--- config.mk ---
export PLATFORM = sky130hd
export DESIGN_NAME = vector_mem_stage
export DESIGN_NICKNAME = d
export VERILOG_FILES = /design/src/rtl/filter_gpu_pkg.sv /design/src/rtl/vector_mem_stage.sv
export SDC_FILE = /design/constraint.sdc
export NUM_CORES = 1
export LEC_CHECK = 0
export ABC_CLOCK_PERIOD_IN_PS = 10950
export CAP_MARGIN = 20
export CORE_MARGIN = 2
export CORE_UTILIZATION = 40
export CTS_CLUSTER_SIZE = 30
export DETAILED_ROUTE_END_ITERATION = 6
export PLACE_DENSITY = 0.81
export SLEW_MARGIN = 20
export SYNTH_ARGS = -nofsm -noshare
export SYNTH_HDL_FRONTEND = slang
export SYNTH_SLANG_ARGS = --single-unit
--- constraint.sdc ---
create_clock -name CLK -period 10.95 [get_ports CLK]
set_input_delay 1.095 -clock CLK [delete_from_list [all_inputs] [get_ports CLK]]
set_output_delay 1.095 -clock CLK [all_outputs]
set_load 0.02 [all_outputs]
--- src/rtl/filter_gpu_pkg.sv ---
// Shared definitions for the vector memory stage: lane geometry, the
// vector type and the serialiser state encoding.
package filter_gpu_pkg;

  localparam int LANES  = 3;
  localparam int DATA_W = 18;
  localparam int ADDR_W = 10;

  typedef logic [LANES-1:0][DATA_W-1:0] vec_t;

  // IDLE : waiting, lane 0 issued straight from the inputs on a request
  // L1   : lane 1 issued, lane 0 read data arrives
  // L2   : lane 2 issued, lane 1 read data arrives
  // CAP  : nothing issued, lane 2 read data arrives (reads only)
  // DONE : pipeline released for one cycle while M still holds the instruction
  typedef enum logic [2:0] {
    ST_IDLE = 3'd0,
    ST_L1   = 3'd1,
    ST_L2   = 3'd2,
    ST_CAP  = 3'd3,
    ST_DONE = 3'd4
  } mem_state_e;

endpackage

--- src/rtl/vector_mem_stage.sv ---
// Memory stage for 3-lane vector loads/stores. One vector access is
// serialised onto a single-port RAM, lane 0 first, while the earlier
// pipeline stages are stalled. The FSM is written for exactly three lanes.
module vector_mem_stage
  import filter_gpu_pkg::*;
#(
  parameter int LANES  = filter_gpu_pkg::LANES,
  parameter int DATA_W = filter_gpu_pkg::DATA_W,
  parameter int ADDR_W = filter_gpu_pkg::ADDR_W
) (
  input  logic                             CLK,
  input  logic                             RST,
  // datapath side
  input  logic                             MemWriteM,
  input  logic                             ReadReqM,
  input  logic [ADDR_W-1:0]                A1M,
  input  logic [ADDR_W-1:0]                A2M,
  input  logic [ADDR_W-1:0]                A3M,
  input  logic [LANES-1:0][DATA_W-1:0]     writeDataM,
  output logic [LANES-1:0][DATA_W-1:0]     RDM,
  output logic                             StallM,
  // RAM side
  output logic [ADDR_W-1:0]                ram_addr,
  output logic                             ram_we,
  output logic [DATA_W-1:0]                ram_wdata,
  input  logic [DATA_W-1:0]                ram_rdata
);

  mem_state_e                      state_q, state_d;
  logic                            is_wr_q, is_wr_d;
  logic [ADDR_W-1:0]               a2_q, a2_d;
  logic [ADDR_W-1:0]               a3_q, a3_d;
  // lane 0 store data goes out directly from the inputs, so only 1..2 are kept
  logic [LANES-1:1][DATA_W-1:0]    wdata_q, wdata_d;
  // read data of lanes 0 and 1 waits here until lane 2 arrives
  logic [LANES-2:0][DATA_W-1:0]    cap_q, cap_d;
  logic [LANES-1:0][DATA_W-1:0]    rdm_q, rdm_d;

  logic                            req;
  logic [ADDR_W-1:0]               addr_c;
  logic                            we_c;
  logic [DATA_W-1:0]               wdata_c;
  logic                            stall_c;

  assign req = MemWriteM | ReadReqM;

  // Next-state, latch enables and RAM/stall drive for the serialiser
  always_comb begin
    state_d = state_q;
    is_wr_d = is_wr_q;
    a2_d    = a2_q;
    a3_d    = a3_q;
    wdata_d = wdata_q;
    cap_d   = cap_q;
    rdm_d   = rdm_q;
    addr_c  = '0;
    we_c    = 1'b0;
    wdata_c = '0;
    stall_c = 1'b0;

    case (state_q)
      ST_IDLE: begin
        if (req) begin
          // a simultaneous load and store request is handled as a store
          addr_c  = A1M;
          we_c    = MemWriteM;
          wdata_c = MemWriteM ? writeDataM[0] : '0;
          stall_c = 1'b1;
          is_wr_d = MemWriteM;
          a2_d    = A2M;
          a3_d    = A3M;
          wdata_d = writeDataM[LANES-1:1];
          state_d = ST_L1;
        end
      end
      ST_L1: begin
        addr_c  = a2_q;
        we_c    = is_wr_q;
        wdata_c = is_wr_q ? wdata_q[1] : '0;
        stall_c = 1'b1;
        if (!is_wr_q) cap_d[0] = ram_rdata;
        state_d = ST_L2;
      end
      ST_L2: begin
        addr_c  = a3_q;
        we_c    = is_wr_q;
        wdata_c = is_wr_q ? wdata_q[2] : '0;
        stall_c = 1'b1;
        if (!is_wr_q) cap_d[1] = ram_rdata;
        state_d = is_wr_q ? ST_DONE : ST_CAP;
      end
      ST_CAP: begin
        // the whole load vector becomes visible at once on leaving CAP
        stall_c = 1'b1;
        rdm_d   = {ram_rdata, cap_q};
        state_d = ST_DONE;
      end
      ST_DONE: begin
        // requests seen here belong to the instruction just completed
        state_d = ST_IDLE;
      end
      default: state_d = ST_IDLE;
    endcase
  end

  // State and data registers; reset abandons any access in progress
  always_ff @(posedge CLK or posedge RST) begin
    if (RST) begin
      state_q <= ST_IDLE;
      is_wr_q <= 1'b0;
      a2_q    <= '0;
      a3_q    <= '0;
      wdata_q <= '0;
      cap_q   <= '0;
      rdm_q   <= '0;
    end else begin
      state_q <= state_d;
      is_wr_q <= is_wr_d;
      a2_q    <= a2_d;
      a3_q    <= a3_d;
      wdata_q <= wdata_d;
      cap_q   <= cap_d;
      rdm_q   <= rdm_d;
    end
  end

  // Reset gates the write strobe and stall immediately, even mid-access
  assign ram_we    = we_c & ~RST;
  assign StallM    = stall_c & ~RST;
  assign ram_addr  = addr_c;
  assign ram_wdata = wdata_c;
  assign RDM       = rdm_q;

endmodule
==> flow_summary.json <==
{
  "outcome": "finished clean",
  "cts-root-buf": "clkbuf_16",
  "worst_slew_pin_slew_ns": 1.06,
  "muxShareOfSynthArea": 0.277,
  "synthSimpleGateAreaFrac": 0.0407,
  "met3_length_microns": 904,
  "wirelength_mm": 13.7,
  "fin_util": 0.583,
  "hold_violations": 0,
  "fp.dieH_microns": 129,
  "wl_met1_mm": 5.98,
  "synth_cells": 430,
  "numCtsBuffers": 17,
  "leakage_nw": 3.79,
  "reg2reg_to": "cap_q[24]$_DFFE_PP0P_",
  "port_buffers": 189,
  "drt_iter0_markers": 239,
  "period_needed_ns": 4.58,
  "drive_gt1_frac": 0.296,
  "path_class": "input port to output pin",
  "antenna_found_initial": 0,
  "synth-xor-area-share": 0,
  "slew_viol_final": 0,
  "grt_max_degree": 86,
  "hold_start": "cap_q[26]$_DFFE_PP0P_",
  "firstDrtPassIters": 4,
  "initial_core_util": 0.410,
  "cp.required_ns": 9.86,
  "hold_end": "cap_q[26]$_DFFE_PP0P_",
  "synth_top_family_by_area": "multiplexers",
  "cts.clk_slew.worst_paths_ns": 0.06,
  "synth_seq_area_share": 0.602,
  "cp-end-kind": "output pin",
  "dieArea_sq_um": 16600,
  "cts.sink_count": 150,
  "vias": 4118,
  "start_kind": "input port",
  "worst_clock_skew_ns": 0.0110,
  "via_per_inst": 5.04,
  "coreArea_sq_um": 15200,
  "io_pins": 190,
  "layout.nets": 722,
  "gp_congestion": 0.830,
  "finalCritPeriodShare": 0.419,
  "synth-seq-cells": 150,
  "cts_tree": "built",
  "met2_length_mm": 6.60,
  "netlist_area_sq_um": 6230,
  "antenna_cells": 0,
  "finalSetupViolCount": 0,
  "cts_hold_buffers": 0,
  "grt_usage": 0.172,
  "synth_fp_nets": 536,
  "synth_area_per_cell_sq_um": 14.5,
  "areaGrowthSynthToFinish_pct": 42.1,
  "cts_setup_buffers": 0,
  "fp-row-count": 45,
  "postCtsResizedCells": 0,
  "yosys_warnings": 0,
  "dieWidth_microns": 129,
  "dp_hpwl_mm": 9.57,
  "final_antenna_net_count": 0,
  "cp_max_fo": 51,
  "clk_latency_ns": 0.42,
  "maxSlewHeadroom": 0.295,
  "power.density_nw_per_um2": 322,
  "htreeDepth": 4,
  "peakVddDrop_uv": 190,
  "rsz0062_at_grt": "false",
  "ff2ff_setup_slack_ns": 8.39,
  "top_layer": "met4",
  "cts_max_path_buffers": 2,
  "synth_fa_ha_area_frac": 0,
  "drv_cap": 0,
  "r2r-start": "state_q[1]$_DFFE_PP0P_",
  "drcViolationCount": 0,
  "synth-compound-area-share": 0.0458,
  "max_freq_ghz": 0.218,
  "holdPathStages": 1,
  "setup_tns_ns": 0,
  "grt_pass1_vias": 4493,
  "grt_pass1_wl_mm": 22.2,
  "ff2ff_path_depth": 3,
  "wl_per_cell_microns": 16.7,
  "grt-ovfl-total": 0,
  "hold_path_class": "register to register",
  "synth_cell_types": 26,
  "cp.arrival_ns": 3.49
}
## flip-flops by register name (all words and copies together) (netlist names)
name,cells
cap_q,36
RDM,54
a3_q,10
a2_q,10
state_q,3
is_wr_q,1
wdata_q,36
## worst max-delay path by stage
stage | startpoint | to | slack, ns | cells past startpoint
detailed placement | MemWriteM | ram_addr[2] | 6.32 | 5
CTS | MemWriteM | ram_addr[2] | 6.30 | 5
global route | MemWriteM | ram_addr[4] | 6.13 | 5
global placement | MemWriteM | ram_addr[1] | 6.42 | 5
floorplan | RST | RDM[0]$_DFFE_PP0P_ | 5.82 | 1
finish | MemWriteM | ram_addr[2] | 6.37 | 5
## stage by stage
step	power [mW]	setup WS (ns)	hold slack [ns]	instances	cell area (sq um)
after global placement	2.27	6.42	0.465	784	8280
after CTS	2.89	6.30	0.485	816	8840
final	2.85	6.37	0.480	817	8860
after detailed placement	2.33	6.32	0.476	784	8280
after global routing	3.02	6.13	0.503	817	8860
after floorplan	1.81	5.82	0.454	430	6230
## critical path, cell delays in order
cell,delay (ns)
clkdlybuf4s50_1,0.49
o21ai_4,0.45
buf_4,0.66
o21ai_0,0.19
clkdlybuf4s50_1,0.58
## power by group
group / total, mW / leakage (nW) / internal [mW] / switching [mW]
clock network: 0.547 / 0.255 / 0.325 / 0.222
logic: 1.29 / 1.75 / 0.725 / 0.565
registers: 1.02 / 1.78 / 0.844 / 0.172
total: 2.85 / 3.79 / 1.89 / 0.959
## cell families after synthesis
kind of cell | count (synthesis)
AO/OA/AOI/OAI | 41
AND/OR/NAND/NOR | 53
buffers and inverters | 39
flip-flops | 150
multiplexers | 147
## placed cells by master (no fill, tap or decap), types with 2 or more instances in the layout
| cell | instances |
|---|---|
| inv_1 | 10 |
| o21ai_0 | 10 |
| buf_4 | 5 |
| nor4bb_4 | 2 |
| clkinvlp_4 | 6 |
| clkbuf_8 | 2 |
| nor3b_1 | 2 |
| clkbuf_1 | 3 |
| clkdlybuf4s50_1 | 189 |
| nand2_1 | 36 |
| nor2b_4 | 2 |
| dfrtp_1 | 150 |
| a22oi_1 | 28 |
| clkbuf_16 | 17 |
| mux2_1 | 4 |
| mux2_4 | 19 |
| mux2_2 | 123 |
| nor2_1 | 3 |
| inv_6 | 2 |
| nor3_1 | 3 |
## layer usage
layer / GRT usage / vias up
li1: - / 1889
met1: 0.214 / 2051
met2: 0.287 / 160
met3: 0.0565 / 18
met4: 0.0550 / 0
met5: 0 / -
## Yosys cell counts, drive strengths merged
| cell type | n | share of area |
|---|---|---|
| a2111oi | 1 | 0.0014 |
| a21o | 1 | 0.0012 |
| a22oi | 28 | 0.034 |
| buf | 24 | 0.026 |
| clkbuf | 4 | 0.0024 |
| dfrtp | 150 | 0.60 |
| inv | 11 | 0.0066 |
| mux2 | 146 | 0.28 |
| mux2i | 1 | 0.0016 |
| nand2 | 36 | 0.022 |
| nand3b | 1 | 0.0012 |
| nor2 | 3 | 0.0018 |
| nor2b | 2 | 0.0020 |
| nor3 | 4 | 0.0040 |
| nor3b | 3 | 0.0044 |
| nor4 | 1 | 0.0010 |
| nor4b | 1 | 0.0014 |
| nor4bb | 2 | 0.0032 |
| o21ai | 11 | 0.0094 |
## area by class of cell
cell class	instances	area (sq um)
Sequential cell	150	3750
Fill cell	1210	6340
Clock buffer	22	464
Multi-Input combinational cell	241	2320
Inverter	11	46.3
Timing Repair Buffer	195	1940
Tap cell	188	235
Clock inverter	10	97.6
Note: power is estimated with default switching activity, not from simulation.
